File: src/rtl/fact_pkg.sv
// Shared definitions for the factorial register-bus master: bus address map,
// status bit positions, FSM state encoding and the per-state bus decode.
package fact_pkg;

    // Register map of the factorial slave
    localparam logic [1:0] FACT_A_N      = 2'd0;
    localparam logic [1:0] FACT_A_GO     = 2'd1;
    localparam logic [1:0] FACT_A_STATUS = 2'd2;
    localparam logic [1:0] FACT_A_RESULT = 2'd3;

    // Status register bit positions
    localparam int unsigned FACT_ST_DONE = 1;
    localparam int unsigned FACT_ST_ERR  = 0;

    // Poll counter width; the counter saturates instead of wrapping
    localparam int unsigned POLL_CNT_W = 16;

    // State encoding
    localparam logic [3:0] ST_IDLE_ENC      = 4'd0;
    localparam logic [3:0] ST_WR_N_ENC      = 4'd1;
    localparam logic [3:0] ST_WR_GO_ENC     = 4'd2;
    localparam logic [3:0] ST_WR_GO_CLR_ENC = 4'd3;
    localparam logic [3:0] ST_POLL_A_ENC    = 4'd4;
    localparam logic [3:0] ST_POLL_S_ENC    = 4'd5;
    localparam logic [3:0] ST_RES_A_ENC     = 4'd6;
    localparam logic [3:0] ST_RES_S_ENC     = 4'd7;
    localparam logic [3:0] ST_RESP_ENC      = 4'd8;

    typedef enum logic [3:0] {
        ST_IDLE      = ST_IDLE_ENC,
        ST_WR_N      = ST_WR_N_ENC,
        ST_WR_GO     = ST_WR_GO_ENC,
        ST_WR_GO_CLR = ST_WR_GO_CLR_ENC,
        ST_POLL_A    = ST_POLL_A_ENC,
        ST_POLL_S    = ST_POLL_S_ENC,
        ST_RES_A     = ST_RES_A_ENC,
        ST_RES_S     = ST_RES_S_ENC,
        ST_RESP      = ST_RESP_ENC
    } fact_state_e;

    // Bus command driven towards the slave
    typedef struct packed {
        logic [1:0] a;
        logic       we;
        logic [3:0] wd;
    } fact_bus_t;

    // Response returned to the client
    typedef struct packed {
        logic [31:0] result;
        logic        err;
        logic        timeout;
    } fact_rsp_t;

    // Bus command belonging to a state. Non-write states keep we/wd at zero,
    // and every state without a register access parks the address at 0.
    function automatic fact_bus_t fact_bus_cmd(input fact_state_e st, input logic [3:0] n);
        fact_bus_t cmd;
        cmd = '0;
        case (st)
            ST_WR_N: begin
                cmd.a  = FACT_A_N;
                cmd.we = 1'b1;
                cmd.wd = n;
            end
            ST_WR_GO: begin
                cmd.a  = FACT_A_GO;
                cmd.we = 1'b1;
                cmd.wd = 4'd1;
            end
            ST_WR_GO_CLR: begin
                cmd.a  = FACT_A_GO;
                cmd.we = 1'b1;
                cmd.wd = 4'd0;
            end
            ST_POLL_A, ST_POLL_S: cmd.a = FACT_A_STATUS;
            ST_RES_A, ST_RES_S:   cmd.a = FACT_A_RESULT;
            default:              cmd = '0;
        endcase
        return cmd;
    endfunction

endpackage

File: src/rtl/fact_poll_counter.sv
// Clearable, saturating status-poll counter. at_limit_next flags that the
// increment happening this cycle lands exactly on LIMIT.
module fact_poll_counter #(
    parameter int unsigned LIMIT = 255
) (
    input  logic clk,
    input  logic rst,
    input  logic clr,
    input  logic inc,
    output logic at_limit_next
);
    import fact_pkg::*;

    localparam logic [POLL_CNT_W-1:0] LIMIT_W = POLL_CNT_W'(LIMIT);

    logic [POLL_CNT_W-1:0] cnt_q;
    logic [POLL_CNT_W-1:0] cnt_d;
    logic [POLL_CNT_W-1:0] cnt_inc;

    // Next count: clear wins over increment; increment sticks at all-ones
    always_comb begin
        cnt_inc = (cnt_q == {POLL_CNT_W{1'b1}}) ? cnt_q : cnt_q + 1'b1;
        cnt_d   = cnt_q;
        if (clr) begin
            cnt_d = '0;
        end else if (inc) begin
            cnt_d = cnt_inc;
        end
    end

    assign at_limit_next = (cnt_inc == LIMIT_W);

    // Count register
    always_ff @(posedge clk or negedge rst) begin
        if (!rst) begin
            cnt_q <= '0;
        end else begin
            cnt_q <= cnt_d;
        end
    end

endmodule

File: src/rtl/fact_bus_master.sv
// Bus initiator for the factorial peripheral: writes n, pulses go, polls
// status, fetches the result and hands one response back to the client.
module fact_bus_master #(
    parameter int unsigned POLL_LIMIT = 255
) (
    input  logic        clk,
    input  logic        rst,
    input  logic        req_valid,
    output logic        req_ready,
    input  logic [3:0]  req_n,
    output logic        rsp_valid,
    input  logic        rsp_ready,
    output logic [31:0] rsp_result,
    output logic        rsp_err,
    output logic        rsp_timeout,
    output logic [1:0]  bus_a,
    output logic        bus_we,
    output logic [3:0]  bus_wd,
    input  logic [31:0] bus_rd
);
    import fact_pkg::*;

    fact_state_e state_q, state_d;
    fact_bus_t   bus_q, bus_d;
    logic [3:0]  n_q, n_d;
    fact_rsp_t   rsp_q, rsp_d;

    logic poll_clr;
    logic poll_inc;
    logic poll_last;
    logic st_done;
    logic st_err;

    assign st_done = bus_rd[FACT_ST_DONE];
    assign st_err  = bus_rd[FACT_ST_ERR];

    fact_poll_counter #(
        .LIMIT(POLL_LIMIT)
    ) u_poll_counter (
        .clk          (clk),
        .rst          (rst),
        .clr          (poll_clr),
        .inc          (poll_inc),
        .at_limit_next(poll_last)
    );

    // Next-state decode and the bus command for the state being entered
    always_comb begin
        state_d  = state_q;
        poll_clr = 1'b0;
        poll_inc = 1'b0;
        case (state_q)
            ST_IDLE: begin
                if (req_valid) begin
                    state_d  = ST_WR_N;
                    poll_clr = 1'b1;
                end
            end
            ST_WR_N:      state_d = ST_WR_GO;
            ST_WR_GO:     state_d = ST_WR_GO_CLR;
            ST_WR_GO_CLR: state_d = ST_POLL_A;
            ST_POLL_A:    state_d = ST_POLL_S;
            ST_POLL_S: begin
                poll_inc = 1'b1;
                if (st_err) begin
                    state_d = ST_RESP;
                end else if (st_done) begin
                    state_d = ST_RES_A;
                end else if (poll_last) begin
                    state_d = ST_RESP;
                end else begin
                    state_d = ST_POLL_A;
                end
            end
            ST_RES_A:     state_d = ST_RES_S;
            ST_RES_S:     state_d = ST_RESP;
            ST_RESP: begin
                if (rsp_ready) begin
                    state_d = ST_IDLE;
                end
            end
            default:      state_d = ST_IDLE;
        endcase
        bus_d = fact_bus_cmd(state_d, n_d);
    end

    // FSM state and registered bus outputs
    always_ff @(posedge clk or negedge rst) begin
        if (!rst) begin
            state_q <= ST_IDLE;
            bus_q   <= '0;
        end else begin
            state_q <= state_d;
            bus_q   <= bus_d;
        end
    end

    // Operand latch and response accumulation
    always_comb begin
        n_d   = n_q;
        rsp_d = rsp_q;
        case (state_q)
            ST_IDLE: begin
                if (req_valid) begin
                    n_d = req_n;
                end
            end
            ST_POLL_S: begin
                if (st_err) begin
                    rsp_d.err = 1'b1;
                end else if (!st_done && poll_last) begin
                    rsp_d.timeout = 1'b1;
                end
            end
            ST_RES_S: rsp_d.result = bus_rd;
            ST_RESP: begin
                if (rsp_ready) begin
                    rsp_d = '0;
                end
            end
            default: ;
        endcase
    end

    // Datapath registers
    always_ff @(posedge clk or negedge rst) begin
        if (!rst) begin
            n_q   <= '0;
            rsp_q <= '0;
        end else begin
            n_q   <= n_d;
            rsp_q <= rsp_d;
        end
    end

    assign req_ready   = (state_q == ST_IDLE);
    assign rsp_valid   = (state_q == ST_RESP);
    assign rsp_result  = rsp_q.result;
    assign rsp_err     = rsp_q.err;
    assign rsp_timeout = rsp_q.timeout;
    assign bus_a       = bus_q.a;
    assign bus_we      = bus_q.we;
    assign bus_wd      = bus_q.wd;

endmodule
File: config.mk
export PLATFORM = sky130hd
export DESIGN_NAME = fact_bus_master
export DESIGN_NICKNAME = d
export VERILOG_FILES = /design/src/rtl/fact_pkg.sv /design/src/rtl/fact_poll_counter.sv /design/src/rtl/fact_bus_master.sv
export SDC_FILE = /design/constraint.sdc
export NUM_CORES = 1
export LEC_CHECK = 0
export CAP_MARGIN = 30
export CORE_UTILIZATION = 23
export CTS_CLUSTER_DIAMETER = 30
export DETAILED_ROUTE_END_ITERATION = 10
export GPL_TIMING_DRIVEN = 0
export PLACE_DENSITY = 0.5
export SLEW_MARGIN = 20
export SYNTH_ARGS = -nofsm -noshare
export SYNTH_HDL_FRONTEND = slang
export SYNTH_SLANG_ARGS = --single-unit
export TNS_END_PERCENT = 5
File: constraint.sdc
create_clock -name clk -period 5.7 [get_ports clk]
set_input_delay 0.855 -clock clk [delete_from_list [all_inputs] [get_ports clk]]
set_output_delay 0.855 -clock clk [all_outputs]
set_load 0.02 [all_outputs]
Word-level counts from Yosys, hierarchy flattened. Cells that the tools add are included.

Bits in registers: 65. Bits in latches: 0. Bits in writable memories: 0. Memory bits (read-only): 0. Bits of input ports: 40. Output and inout port bits: 43. Memories: 0.

Add/sub/neg operators: 1. $mul: 0. Div/mod/pow operators: 0. Order comparisons: 0. Equality and inequality tests: 21. Shift-type cells: 0. Mux-type cells: 22. Bitwise logic cells: 0. Reductions and logical operators: 12.

Operator list (number): $pmux 32 s2 (1); $mux 16 (3); $pmux 4 s9 (1); $mux 34 (1); $eq 4x3->1 const B (8); $mux 4 (7); $add 16x1->16 const B (1); $eq 16x16->1 const B (1); $eq 16x8->1 const B (1); $eq 4x2->1 const B (4); $pmux 5 s3 (1); $eq 4x1->1 const B (2); $mux 1 (6); $ne 2x2->1 const B (3); $pmux 2 s3 (1); $reduce_bool 2->1 (3); $reduce_or 2->1 (3); $eq 4x4->1 const B (1); $logic_not 4->1 (1); $pmux 2 s2 (1); $reduce_and 4->1 (1); $reduce_and 3->1 (1); $ne 2x1->1 const B (1); $reduce_and 2->1 (1); 2 further kinds (2).

Logic depth before layout (Yosys ltp). Gate-level depths: netlist (run 1).

Depth in word-level cells: 10. Mapped depth: 8. Depth with buffers taken out: 7.

Cells and area by module. From an unflattened synthesis (run 1), not the netlist that was laid out.

Cell total of the unflattened synthesis: 247. Area, all modules: 2896.5 µm².

Modules (own cells, without submodules): fact_bus_master (instances 1, cells an instance 124, area an instance 1737.9 µm², sequential area each 1126.1 µm²); fact_poll_counter (instances 1, cells an instance 123, area an instance 1158.6 µm², sequential area each 400.4 µm²).

Worst setup path before layout (run 1). Ideal clock, no wire load.

Path kind: register -> output. Start point: reg state_q[3]. End point: out rsp_valid. Data arrival time: 1.481 ns. Data required time: 4.845 ns. Path slack: 3.364 ns. Cell stages (with the launch flop): 3. Cells stage by stage: dfrtp_1 clkbuf_1 nor4b_1.

Cells in the longest elaborated chain, start to end: 1.

RTL lines: start: declaration (line fact_bus_master.sv:23) `fact_state_e state_q, state_d;`; start signal: assignment (line fact_bus_master.sv:93) `state_q <= state_d;`; $eq 4x4->1 (line fact_bus_master.sv:137) `assign rsp_valid = (state_q == ST_RESP);`; end: declaration (line fact_bus_master.sv:11) `output logic rsp_valid,`.

No other way between the ends.

Worst setup path in the final report (run 1). Ends and elaborated chain as after synthesis.

==> results of run 1 <==
[registers in the layout (all words and copies together) (netlist names)]
signal and cells:
rsp_result 32, u_poll_counter.cnt_q 16, bus_wd 4, state_q 4, bus_a 2, bus_we 1
rsp_err 1, rsp_timeout 1
[worst max-delay path, delay by kind of cell, from the launching register on]
kind	cells	cell delay, ns
flops	1	0.31
buf+inv	2	1.08
simple gates	1	0.64
[power groups by stage]
stage / clock, W / combinational, W / sequential [W]
after floorplan: 0 / 0.000306 / 0.000786
after global placement: 0 / 0.000801 / 0.000657
after detailed placement: 0 / 0.000814 / 0.000656
after CTS: 0.000593 / 0.000814 / 0.000653
after global routing: 0.000614 / 0.000878 / 0.000668
final: 0.000577 / 0.000804 / 0.000649
[through the flow]
| stage | power, W | hold slack, ns | setup slack [ns] | instance area (µm²) | std cells |
|---|---|---|---|---|---|
| after floorplan | 0.001092 | 0.5082 | 3.364 | 2918 | 313 |
| after global placement | 0.001458 | 0.4804 | 1.544 | 3949 | 563 |
| after detailed placement | 0.001469 | 0.4856 | 2.832 | 3966 | 564 |
| after CTS | 0.002060 | 0.4795 | 2.486 | 4282 | 580 |
| after global routing | 0.002161 | 0.4929 | 2.308 | 4282 | 580 |
| final | 0.002030 | 0.4638 | 2.492 | 4282 | 580 |
[layer usage]
metal,vias up,global-route usage (%),routed length [µm]
met5,-,0,0
met3,6,2.859,391
met2,64,20.32,3725
met4,0,5.281,108
met1,1272,17.26,3769
li1,1295,-,-
[worst min path at each step]
stage,endpoint,slack [ns],startpoint
2_1_floorplan,u_poll_counter.cnt_q[1]$_DFFE_PN0P_,0.51,u_poll_counter.cnt_q[1]$_DFFE_PN0P_
3_3_place_gp,rsp_result[25]$_DFFE_PN0P_,0.48,rsp_result[25]$_DFFE_PN0P_
3_5_place_dp,rsp_result[16]$_DFFE_PN0P_,0.49,rsp_result[16]$_DFFE_PN0P_
4_1_cts,u_poll_counter.cnt_q[8]$_DFFE_PN0P_,0.48,rst
5_1_grt,rsp_result[18]$_DFFE_PN0P_,0.49,rst
6_report,u_poll_counter.cnt_q[8]$_DFFE_PN0P_,0.46,rst
[logic make-up after synthesis]
kind of cell             count (synthesis)  share of synthesized area (%)
flip-flops                              61                          52.32
AND/OR/NAND/NOR                        176                          31.56
buffers and inverters                   24                          3.516
AO/OA/AOI/OAI                           43                          9.392
adder cells (fa/ha/maj)                  1                         0.4287
XOR/XNOR                                 1                         0.3002
multiplexers                             7                          2.487
[cell usage in the layout (no fill, tap or decap), types with 3 or more instances in the layout]
| master | synthesis | layout |
|---|---|---|
| clkdlybuf4s50_1 | 0 | 81 |
| nand2_1 | 79 | 79 |
| dfrtp_1 | 61 | 61 |
| nand3_1 | 35 | 35 |
| o21ai_0 | 18 | 18 |
| clkbuf_1 | 13 | 14 |
| nor3_1 | 14 | 14 |
| nor2_1 | 12 | 12 |
| clkbuf_16 | 0 | 9 |
| a21oi_1 | 7 | 7 |
| mux2i_1 | 5 | 5 |
| and3_1 | 5 | 5 |
| nand4_1 | 5 | 5 |
| buf_2 | 4 | 4 |
| inv_1 | 4 | 4 |
| buf_4 | 2 | 3 |
| a31oi_1 | 3 | 3 |
[final cells by class]
| class | count | area (µm²) |
|---|---|---|
| Fill cell | 1318 | 7930 |
| Sequential cell | 61 | 1526 |
| Multi-Input combinational cell | 228 | 1289 |
| Timing Repair Buffer | 83 | 838.3 |
| Clock buffer | 10 | 229.0 |
| Tap cell | 168 | 210.2 |
| Buffer | 20 | 87.58 |
| Clock inverter | 6 | 86.33 |
| Inverter | 4 | 15.01 |
==> run metrics, run 1 <==
RSZ-0062 raised after global routing no; crit path capture type output pin; Critical Path RT 4.85 ns; post-synth top area share 52.32%; CTS buffer count 9; Final nets 448; Vias/cell 4.547; sw frac 35.30%; count of different cell masters after synthesis 50; share of layout cells above drive strength 1 8.495%; Antenna Cells 0; Worst Max-Slew Pin Slew 0.7118 ns; max-slew violations 0; combinational share of power 39.6%; Max stage delay cell, worst path clkdlybuf4s50_1; Die X 114.6 µm; power share of the clock group 28.4%; largest net degree at the start of global routing 33; CP startpoint state_q[3]$_DFF_PN0_; Syn Nets 354; final hold vios 0; Avg Cell Area, Syn 9.322 µm²; area grow syn2layout 46.74%; wire length per cell 13.78 µm; Root Driver clkbuf_16; Seq/Total Area, Yosys 52.32%; Syn Std Cell Area 0.002918 mm²; Setup TNS 0 ns; Setup Skew 0.007638 ns; Antenna Nets Post-Route 0; FP Rows 40; critical path endpoint rsp_valid; total track usage 12.96%; htree depth 3; Reg clk slew, reported paths 0.05 ns; Slew headroom 51.88%; critical-path cell list clkbuf_1 -> nor4b_1 -> clkdlybuf4s50_1; largest area contributor in the netlist dfrtp_1; Post-route DRC 0; part of the power in registers 32.0%; Max-Cap Viols 0; crit-path max cell delay 0.74 ns; DRC violation total after the first TritonRoute iteration 123; FF-to-FF setup slack 3.31 ns; Sink Count 61; top-count cell post-synth nand2_1; Setup Viol. Count Final 0; count of hold-fix buffers inserted at cts 0; internal power 0.001313 W; DR pass1 iterations 4; critical path peak fanout 10; final worst-path cycle share 56.28%; Layout Utilization 35.06%; Die Y 114.6 µm; FF-to-FF Start u_poll_counter.cnt_q[0]$_DFFE_PN0P_; Die ar. 0.01314 mm²; HP Class input pin to async pin; via count 2,637; critical path data arrival time 2.35 ns; core area 0.01221 mm²; Syn Inst Count 313; RePlAce Congestion 0.7602; Post-CTS Resized 0; worst reg2reg path depth 7; Ys Warns 0; Synth area leaders dfrtp_1, nand2_1, nand3_1; Peak VDD IR 0.0001901 V; CTS tree yes; Setup Fix Bufs, Post-CTS 0; initial antenna violation count 0; crit start category flop; Post-synth top flop dfrtp_1; I/O pin count 83; initial cell density of the core 23.89%; Switch Pwr 0.0007165 W; Period minus WS final 3.208 ns; # port buffers 82; first-pass GRT wire length 13,190 µm; asr flop ratio synth 100.0%; Fmax 311.7 MHz; status finished, final reports clean; Post-synth top cells nand2_1, dfrtp_1, nand3_1; Synth Register Bits 61; clk buf depth 2; hpwl dp 5729 µm; Post-synth EDFFs 0; Setup Crit Path Kind flop to output pin; reg2reg end state_q[3]$_DFF_PN0_; vias in the first global route 2,609; Power Density 474.1 mW/mm²; gr ovfl total 0; final wirelength 7995 µm; P_leak 1.905 nW; worst skew pair latency 0.33 ns
Power figures use the tool's default switching activity.
==> run 2, diff against run 1 <==
PLACE_DENSITY = 0.51   (was 0.5)
clock period = 2.85 ns   (was 5.7 ns; I/O delays follow)
==> run 2 against run 1 <==
Compared with the run above: count of clock-buffer cells in the layout unchanged; die area unchanged; power increased by 100%; largest cell class unchanged; sequential power increased by 100%; combinational power increased by 100%; clock power increased by 99%; critical path depth unchanged; clock skew about the same; cell area increased by 0.58%; wire length about the same; critical endpoint unchanged.
==> run metrics, run 2 (synthesized netlist as in run 1, its figures left out) <==
max-slew violations 0; Critical Path RT 2.42 ns; critical path data arrival time 2.08 ns; wire length per cell 13.77 µm; I/O pin count 83; FP Rows 40; RePlAce Congestion 0.7745; most common cell after layout, fill and taps aside clkdlybuf4s50_1; initial cell density of the core 23.89%; crit-path max cell delay 0.69 ns; gr ovfl total 0; Setup TNS 0 ns; Die ar. 0.01314 mm²; core area 0.01221 mm²; worst hold start rsp_result[12]$_DFFE_PN0P_; Post-route DRC 0; critical path peak fanout 10; DRC violation total after the first TritonRoute iteration 183; critical-path cell list clkbuf_1 -> nor4b_2 -> clkdlybuf4s50_1; Slew headroom 64.90%; Setup Viol. Count Final 0; final hold vios 0; Layout Utilization 35.27%; max FFs per register 32; HP Class flop to flop; Fmax 398.4 MHz; most frequent cells in the layout clkdlybuf4s50_1, nand2_1, dfrtp_1, nand3_1, o21ai_0; CTS tree yes; area grow syn2layout 47.60%; Final nets 449; share of layout cells above drive strength 1 8.717%; fillers 1,278; RSZ-0062 raised after global routing no; Antenna Cells 0; Sink Count 61; final wirelength 8000 µm; final worst-path cycle share 88.07%; first-pass GRT wire length 13,210 µm; Max-Cap Viols 0; P_leak 1.917 nW; Peak VDD IR 0.0003193 V; worst reg2reg path depth 7; hpwl dp 5834 µm; FF-to-FF Start u_poll_counter.cnt_q[0]$_DFFE_PN0P_; metal2 WL 3790 µm; crit start category flop; Root Driver clkbuf_16; WL met1 3707 µm; htree depth 3; initial antenna violation count 0; # port buffers 82; uppermost layer routed met4; status finished, final reports clean; Power Density 943.5 mW/mm²; largest net degree at the start of global routing 46; Vias/cell 4.552; crit path capture type output pin; clk buf depth 2; Max stage delay cell, worst path clkdlybuf4s50_1; Hold Crit Endpoint rsp_result[12]$_DFFE_PN0P_; Worst Max-Slew Pin Slew 0.5225 ns; Reg clk slew, reported paths 0.06 ns; Period minus WS final 2.510 ns; reg2reg end state_q[3]$_DFF_PN0_; vias in the first global route 2,641; worst skew pair latency 0.32 ns; hold path depth 2; FF-to-FF setup slack 0.48 ns; Setup Skew 0.007953 ns; Die X 114.6 µm; DR pass1 iterations 4; Setup Crit Path Kind flop to output pin; via count 2,645; CTS buffer count 9; Die Y 114.6 µm; total track usage 12.94%; Antenna Nets Post-Route 0; Met3 Wirelength 378 µm
## run 2: changes by cell type in the layout (fill, tap and decap cells not counted)
| cell | delta |
|---|---|
| nor4b_2 | +1 |
| buf_16 | +1 |
| dlygate4sd3_1 | +1 |
| buf_12 | -1 |
| clkinv_4 | +2 |
| inv_6 | -1 |
| nor4b_1 | -1 |
| clkinvlp_4 | -1 |
## run 2: routing by layer
layer | vias up | GRT usage [%]
met4 | 0 | 6.926
li1 | 1296 | -
met1 | 1267 | 16.68
met2 | 74 | 20.48
met3 | 8 | 2.488
met5 | - | 0
## run 2: worst max path at each step
stage,startpoint,end,slack (ns),cells past startpoint
final,state_q[3]$_DFF_PN0_,rsp_valid,0.34,3
after global routing,state_q[1]$_DFF_PN0_,rsp_valid,0.19,3
after CTS,state_q[3]$_DFF_PN0_,rsp_valid,0.05,3
after detailed placement,state_q[3]$_DFF_PN0_,rsp_valid,0.41,3
after global placement,rst,rsp_result[6]$_DFFE_PN0P_,-0.80,1
after floorplan,state_q[3]$_DFF_PN0_,rsp_result[1]$_DFFE_PN0P_,0.55,6
## run 2: final cells by class
class                      instances  area, µm²  area share (%)
buffer                            20      87.58           2.034
clock buffer                      10      229.0           5.317
clock inverter                     6      87.58           2.034
tap                              168      210.2           4.881
inverter                           4      15.01          0.3486
multi-input combinational        228       1295           30.07
timing repair buffer              84      855.8           19.87
sequential                        61       1526           35.44
## run 2: per-stage QoR
step / instances / hold WS, ns / total power [W] / setup slack [ns] / area, µm²
after floorplan: 313 / 0.1319 / 0.002183 / 0.5475 / 2918
after global placement: 563 / 0.4846 / 0.002912 / -0.8019 / 3949
after detailed placement: 564 / 0.3229 / 0.002937 / 0.4056 / 3974
after CTS: 581 / 0.4989 / 0.004117 / 0.04600 / 4300
after global routing: 581 / 0.5297 / 0.004330 / 0.1933 / 4307
final: 581 / 0.4950 / 0.004063 / 0.3400 / 4307
## run 2: timing repair
item | in CTS | in global routing
hold buffers | 1 | 0
endpoints found under the hold margin | 16 | 0
resized for setup | 0 | 1
endpoints found under the setup margin | 0 | 1
setup buffers | 0 | 0
## run 2: critical path, delay by kind of cell (launching register included)
family	cells	cell delay, ns
buffers and inverters	2	1.02
AND/OR/NAND/NOR	1	0.44
flip-flops	1	0.31
## run 2: power by group
group	leakage (nW)	internal [W]	switching, W
logic	0.964	0.000719	0.000889
registers	0.796	0.00115	0.000161
clock network	0.156	0.000765	0.000383
